===== config.mk =====
export PLATFORM = sky130hd
export DESIGN_NAME = load_dispatch8
export DESIGN_NICKNAME = d
export VERILOG_FILES = /design/src/rtl/load_dispatch8.sv
export SDC_FILE = /design/constraint.sdc
export NUM_CORES = 1
export LEC_CHECK = 0
export CAP_MARGIN = 30
export CORE_AREA = 2 2 100 102
export CTS_BUF_LIST = sky130_fd_sc_hd__clkbuf_8
export CTS_CLUSTER_SIZE = 28
export DETAILED_ROUTE_END_ITERATION = 16
export DIE_AREA = 0 0 102 104
export GPL_ROUTABILITY_DRIVEN = 0
export PLACE_DENSITY_LB_ADDON = 0.05
export RECOVER_POWER = 100
export SYNTH_ARGS = -nofsm -noshare
export SYNTH_HDL_FRONTEND = slang
export SYNTH_SLANG_ARGS = --single-unit
export TNS_END_PERCENT = 20

===== constraint.sdc =====
create_clock -name clk -period 3.2 [get_ports clk]
set_input_delay 0.64 -clock clk [delete_from_list [all_inputs] [get_ports clk]]
set_output_delay 0.64 -clock clk [all_outputs]
set_load 0.02 [all_outputs]

===== src/rtl/load_dispatch8.sv =====
// load_dispatch8: buffers word-write requests in a FIFO and issues one registered
// load strobe per cycle (loadOut/selOut/dataOut) to an 8-way demux register bank.
// A bank-clear drains the FIFO, then sweeps zeros into words 0..7 in order.
module load_dispatch8 #(
  parameter int WIDTH = 16,
  parameter int DEPTH = 4
) (
  input  logic                       clk,
  input  logic                       rst_n,
  input  logic                       inValid,
  output logic                       inReady,
  input  logic [2:0]                 inAddr,
  input  logic [WIDTH-1:0]           inData,
  input  logic                       hold,
  input  logic                       clrReq,
  output logic                       clrBusy,
  output logic                       loadOut,
  output logic [2:0]                 selOut,
  output logic [WIDTH-1:0]           dataOut,
  output logic [$clog2(DEPTH+1)-1:0] level
);

  localparam int PW = (DEPTH > 1) ? $clog2(DEPTH) : 1;
  localparam int LW = $clog2(DEPTH + 1);

  typedef struct packed {
    logic [2:0]       addr;
    logic [WIDTH-1:0] data;
  } req_t;

  typedef enum logic [1:0] {RUN, DRAIN, CLEAR} state_t;

  req_t          mem [DEPTH];
  logic [PW-1:0] head, tail;
  state_t        state, state_nxt;
  logic [2:0]    sweep, sweep_nxt;
  logic          push, pop, sweep_wr;
  logic [LW-1:0] level_nxt;
  req_t          head_req;

  // Handshake is gated by reset so no request is taken while rst_n is low;
  // no bypass when full, even if an entry leaves this cycle.
  assign inReady  = rst_n && (state == RUN) && (level < LW'(DEPTH));
  assign push     = inValid && inReady;
  assign pop      = ((state == RUN) || (state == DRAIN)) && !hold && (level != '0);
  assign sweep_wr = (state == CLEAR) && !hold;
  assign clrBusy  = (state != RUN);
  assign head_req = mem[head];

  // Next occupancy; used by DRAIN to leave on the edge the FIFO empties.
  always_comb begin
    level_nxt = level + LW'(push) - LW'(pop);
  end

  // Next-state logic: RUN -> DRAIN/CLEAR on clrReq, DRAIN -> CLEAR when empty,
  // CLEAR walks sweep 0..7 (paused by hold) then returns to RUN.
  always_comb begin
    state_nxt = state;
    sweep_nxt = sweep;
    case (state)
      RUN: begin
        if (clrReq) begin
          if (level != '0) begin
            state_nxt = DRAIN;
          end else begin
            state_nxt = CLEAR;
            sweep_nxt = '0;
          end
        end
      end
      DRAIN: begin
        if (level_nxt == '0) begin
          state_nxt = CLEAR;
          sweep_nxt = '0;
        end
      end
      CLEAR: begin
        if (!hold) begin
          sweep_nxt = sweep + 3'd1;
          if (sweep == 3'd7) state_nxt = RUN;
        end
      end
      default: state_nxt = RUN;
    endcase
  end

  // FIFO storage; contents need no reset because pointers/level define validity.
  always_ff @(posedge clk) begin
    if (push) mem[tail] <= '{addr: inAddr, data: inData};
  end

  // FSM, sweep counter, FIFO pointers and occupancy.
  always_ff @(posedge clk or negedge rst_n) begin
    if (!rst_n) begin
      state <= RUN;
      sweep <= '0;
      head  <= '0;
      tail  <= '0;
      level <= '0;
    end else begin
      state <= state_nxt;
      sweep <= sweep_nxt;
      level <= level_nxt;
      if (push) tail <= tail + PW'(1);
      if (pop)  head <= head + PW'(1);
    end
  end

  // Registered strobe: FIFO head on a pop, zero write during the sweep, else idle
  // with select/data holding their last value.
  always_ff @(posedge clk or negedge rst_n) begin
    if (!rst_n) begin
      loadOut <= 1'b0;
      selOut  <= '0;
      dataOut <= '0;
    end else if (pop) begin
      loadOut <= 1'b1;
      selOut  <= head_req.addr;
      dataOut <= head_req.data;
    end else if (sweep_wr) begin
      loadOut <= 1'b1;
      selOut  <= sweep;
      dataOut <= '0;
    end else begin
      loadOut <= 1'b0;
    end
  end

endmodule


=== Yosys cells after proc, flatten, opt, wreduce, memory -nomap -nowiden ===
Memories as Yosys holds them, arrays and structs flattened.
Index checks and enable logic that the tools add are counted.

* Bits in writable memories: 76
* Logic and storage cells: 58
* Flip-flop bits (word level): 32
* Memories: 1

{| class="wikitable"
|+ Memories
! name !! depth !! width !! rd ports !! clocked after Yosys merged registers in !! wr ports !! RTL line !! text
|-
| mem || 4 || 19 || 1 || 0 || 1 || 33 || <nowiki>req_t mem [DEPTH];</nowiki>
|}

* Add/subtract/negate cells: 5
* Order comparisons: 1
* Mux-type cells: 19
* Eq/ne operators: 8
* Reduce and logical (&&, ||, !) cells: 16

{| class="wikitable"
|+ Operators with widths
! cell !! number
|-
| two-way mux 16 bit || 2
|-
| two-way mux 3 bit || 6
|-
| two-way mux 2 bit || 5
|-
| one-hot mux 3 bit (3 select lines) || 1
|-
| logical AND 1 bit || 6
|-
| != test 2 bit (second input constant) || 3
|-
| one-hot mux 2 bit (3 select lines) || 1
|-
| nonzero test 3 bit || 2
|-
| AND reduction 5 bit || 1
|-
| adder 2 x 1 -> 2 bit (second input constant) || 2
|-
| two-way mux 1 bit || 4
|-
| != test 2 x 1 -> 1 bit (second input constant) || 2
|-
| AND reduction 4 bit || 1
|-
| nonzero test 2 bit || 2
|-
| adder 3 x 1 -> 3 bit || 1
|-
| adder 3 x 1 -> 3 bit (second input constant) || 1
|-
| == test 3 bit (second input constant) || 1
|-
| logical NOT 3 bit || 1
|-
| < comparator 3 bit (second input constant) || 1
|-
| subtractor 3 x 1 -> 3 bit || 1
|-
| == test 2 x 1 -> 1 bit (second input constant) || 1
|-
| == test 2 bit (second input constant) || 1
|-
| logical NOT 2 bit || 1
|-
| logical NOT 1 bit || 1
|-
| logical OR 1 bit || 1
|}

=== Logic depth before layout (Yosys ltp) ===
* Depth in word-level cells: 9
* Gate-level depth with buffers: 12
* Depth with buffers taken out: 11

=== Least setup slack after synthesis ===
Ideal clock, no wire load.

* Path type: in2reg
* From: input rst_n
* To: register sweep[1]
* Buffers on the path: 0
* Arrival time: 3086 ps
* Stages: 11
* Setup slack: -34 ps
* Setup time: 148 ps
* Cells stage by stage: nor4b_2 -> and2_1 -> inv_1 -> ha_1 -> inv_1 -> ha_1 -> inv_1 -> fa_1 -> xor3_1 -> nor3_1 -> o221ai_1

* Word-level cells in the longest chain between the ends: 8

{| class="wikitable"
|+ RTL lines
! item !! RTL line !! text
|-
| start: declaration || 9 || <nowiki>input logic rst_n,</nowiki>
|-
| logical AND 1 bit (2 in series) || 43 || <nowiki>assign inReady = rst_n && (state == RUN) && (level < LW'(DEPTH));</nowiki>
|-
| logical AND 1 bit || 44 || <nowiki>assign push = inValid && inReady;</nowiki>
|-
| adder 3 x 1 -> 3 bit || 52 || <nowiki>level_nxt = level + LW'(push) - LW'(pop);</nowiki>
|-
| subtractor 3 x 1 -> 3 bit || 52 ||
|-
| named net level_nxt[2] || 38 || <nowiki>logic [LW-1:0] level_nxt;</nowiki>
|-
| logical NOT 3 bit || 72 || <nowiki>if (level_nxt == '0) begin</nowiki>
|-
| != test 2 x 1 -> 1 bit (no line) || n/a ||
|-
| AND reduction 5 bit (no line) || n/a ||
|-
| end signal: assignment || 102 || <nowiki>sweep <= sweep_nxt;</nowiki>
|-
| end: declaration || 36 || <nowiki>logic [2:0] sweep, sweep_nxt;</nowiki>
|}

The timed path passes the listed nets, and every way through them passes these cells.
A chain may end at the register's enable or synchronous reset.

=== Worst setup path after layout ===
* From: register level[1]
* To: register dataOut[6]

* Word-level cells in the longest chain between the ends: 3
* Elaborated cells between the ends (all ways): 4
* Classes of those cells: 1 x mux; 3 x reduce/logical

{| class="wikitable"
|+ RTL lines
! item !! RTL line !! text
|-
| start: declaration || 20 || <nowiki>output logic [$clog2(DEPTH+1)-1:0] level</nowiki>
|-
| start signal: assignment || 103 || <nowiki>level <= level_nxt;</nowiki>
|-
| nonzero test 3 bit * || 45 || <nowiki>assign pop = ((state == RUN) || (state == DRAIN)) && !hold && (level != '0);</nowiki>
|-
| logical AND 1 bit * || 45 ||
|-
| two-way mux 16 bit / nonzero test 2 bit (equally long branches) || n/a ||
|-
| end signal: assignment || 119 || <nowiki>dataOut <= head_req.data;</nowiki>
|-
| end: declaration || 19 || <nowiki>output logic [WIDTH-1:0] dataOut,</nowiki>
|}

Mark *: on every way between the ends. The rest lies on a longest branch, timed or not.

==> impl_metrics.toml <==
[timing]
worst_slew_slack_as_a_fraction_of_its_limit_pct = -27.85
period_utilisation_layout_pct = 89.45
slew_viol_final = 33
layout_setup_ws_ps = 337.6
rsz0062_at_grt = "false"
fmax_mhz = 349.4
finalCriticalPeriod_ps = 2862
final.setup.tns_ps = 0
final-hold-violation-count = 0
final-setup-viol-count = 0
worst-slew-pin-transition_ps = 1918
finalHoldWorstSlack_ps = 506.5
clock-skew-final_ps = 13.14

[hold_path]
min-delay-path-class = "flop to flop"
timing.hold.worst_path_depth = 1
hold_path_startpoint = "dataOut[14]"
min_delay_endpoint = "dataOut[14]"

[logic_synthesis]
synth.net_count = 251
synth_largest_type_area_fraction_pct = 54.04
synth_top_flop_cell = "edfxtp_1"
synth_area_leader_cell = "edfxtp_1"
synth_edf_count = 76
ys_types = 38
synth.yosys.warnings = 0
async_flop_share_pct = 29.63
postSynthRegisterBits = 108
synth_seq_area_share_pct = 73.01
yosys-top-cells-area = "edfxtp_1 (54%), dfrtp_1 (19%), mux4_1 (6.2%), mux4_2 (4.8%), a22o_1 (3.3%)"
synthesis.area_sq_um = 4223
syn_inst = 218
synth_area_per_cell_sq_um = 19.37

[die]
floorplan.initialDensity_pct = 44.22
die_area_sq_um = 10610
dieHeight_um = 104
rows = 36
die_w_um = 102
io_pins = 49
core_area_sq_um = 9549

[grt]
grt-ovfl-total = 0
first_pass_grt_wire_length_um = 12430
antenna_found_initial = 0
gr-usage-all-layers_pct = 16.05
largest_net_degree_at_the_start_of_global_routing = 33
vias_in_the_first_global_route = 2268

[routing]
avgRoutedWirePerCell_um = 18.12
remaining_drc_errors = 0
post_drt_via_cell_ratio = 5.181
dr_vias = 2171
detail-route-antenna-nets = 0
drt_iter0_drc = 90
wirelength_um = 7593
drtPass1Iterations = 4

[cells_and_area]
mostFrequentLayoutCell = "edfxtp_1"
n_antenna_cell = 0
commonest_cells_after_routing_fill_and_taps_aside = "edfxtp_1 (76), dlygate4sd3_1 (45), dfrtp_1 (32)"
area_growth_pct = 20.15
total_number_of_nets_in_the_final_design = 315
fraction_of_layout_cells_with_a_size_suffix_above_1_pct = 10.49

[clock_network]
cts_buffer_depth = 2
clock_pin_slew_of_the_registers_on_the_worst_case_setup_and_hold_paths_ps = 100
tritoncts_sinks = 108
worst_skew_pair.late_latency_ps = 370
clock-root-buffer = "clkbuf_8"
tritoncts.num_buffers = 9
postCtsResizedCells = 0
h-tree-depth = 3
cts.repair_timing.setup_buffer_count = 0
cts_hold_buffers = 0
cts_tree = "built"

[critical_path]
reg2reg_slack_ps = 340
path_max_fanout = 13
worstRegToRegCells = 4
critPathArrivalTime_ps = 3160
timing_worst_setup_path_type = "flop to flop"
regToRegStartpoint = "level[1]"
required_ps = 3490
crit_path_start_kind = "flop"
critical_path.reg2reg.endpoint = "dataOut[6]"
setup.worst_path.end_class = "flop"

[status]
failing_checks = "capacitance limit, slew limit"
run_status = "complete, but fails checks"

[pwr]
design_power_total_mw = 4.097
leakagePower_nw = 1.884
ir_worst_vdd_uv = 321.5
power-per-cell-area_nw_per_um2 = 807.4

[run]
number_of_max_cap_violations = 1

[placed_design]
pre_cts_ws_ps = 107.9
port_buffers = 48
detailed_placement_hpwl_um = 4680
-- per-layer routing --
metal	vias to the layer above	GRT usage, %	part of all wire, %
met5	-	0	0
met4	0	7.333	2.3
met3	12	3.024	3.2
met2	40	25.00	49
met1	1114	21.91	45
li1	1005	-	-
-- state kept, by name (all words and copies together) (netlist names) --
signal	flops
mem	76
dataOut	16
level	3
selOut	3
sweep	3
head	2
state	2
tail	2
loadOut	1
-- report_power, final --
| part | leakage, nW | switching, mW | internal, mW |
|---|---|---|---|
| logic | 0.714 | 0.666 | 0.711 |
| registers | 1.08 | 0.205 | 1.73 |
| clock network | 0.0939 | 0.434 | 0.353 |
-- cell usage after synthesis (2+ instances only) --
master and number:
a21oi_1 3, a221o_1 3, a22o_1 16, and3_1 7, buf_2 5, dfrtp_1 32, edfxtp_1 76, ha_1 8
inv_1 10, mux4_1 10, mux4_2 9, nand2_1 4, nand3_1 4, nor2_1 2, nor3_1 3, o21ai_0 2
o221ai_1 2, xnor2_1 2
-- kinds of logic (layout without fill, tap and decap cells) --
family | after synthesis | after routing | share of synthesized area (%)
DFF | 108 | 108 | 73.01
AOI/OAI and AO/OA | 32 | 32 | 6.074
and+or+nand+nor | 27 | 27 | 3.763
muxes | 19 | 19 | 11.02
buffers and inverters | 19 | 87 | 2.104
adders and majority gates | 9 | 9 | 2.845
xor gates and xnor gates | 4 | 4 | 1.185
-- cell type report --
type,instances,area [sq um]
clock buffers,9,123.9
well taps,133,166.4
inverters,10,37.54
fillers,803,4476
flip-flops and latches,108,3083
clock inverters,6,58.81
multi-input cells,91,1055
repair buffers,62,549.3
-- worst max-delay path by stage --
stage,startpoint,cells after the start,end,slack (ps)
4_1_cts,state[0],11,sweep[0],360
2_1_floorplan,rst_n,11,sweep[1],180
6_report,level[1],4,dataOut[6],340
3_3_place_gp,inValid,11,sweep[0],190
5_1_grt,state[0],11,sweep[0],90
3_5_place_dp,inValid,11,sweep[0],110
-- worst max-delay path, cell delays in order (launching register included) --
cell and delay (ps):
dfrtp_1 450, or3_1 480, o21ai_0 940, clkbuf_1 660, a22o_1 260
-- per-stage QoR --
stage          std cells  area, sq um  util [%]
6_report             419         5074     53.13
5_1_grt              419         5074     53.13
4_1_cts              419         5121     53.63
3_5_place_dp         404         4938     51.72
3_3_place_gp         403         4923     51.56
2_1_floorplan        218         4232         -
Power figures use the tool's default switching activity.
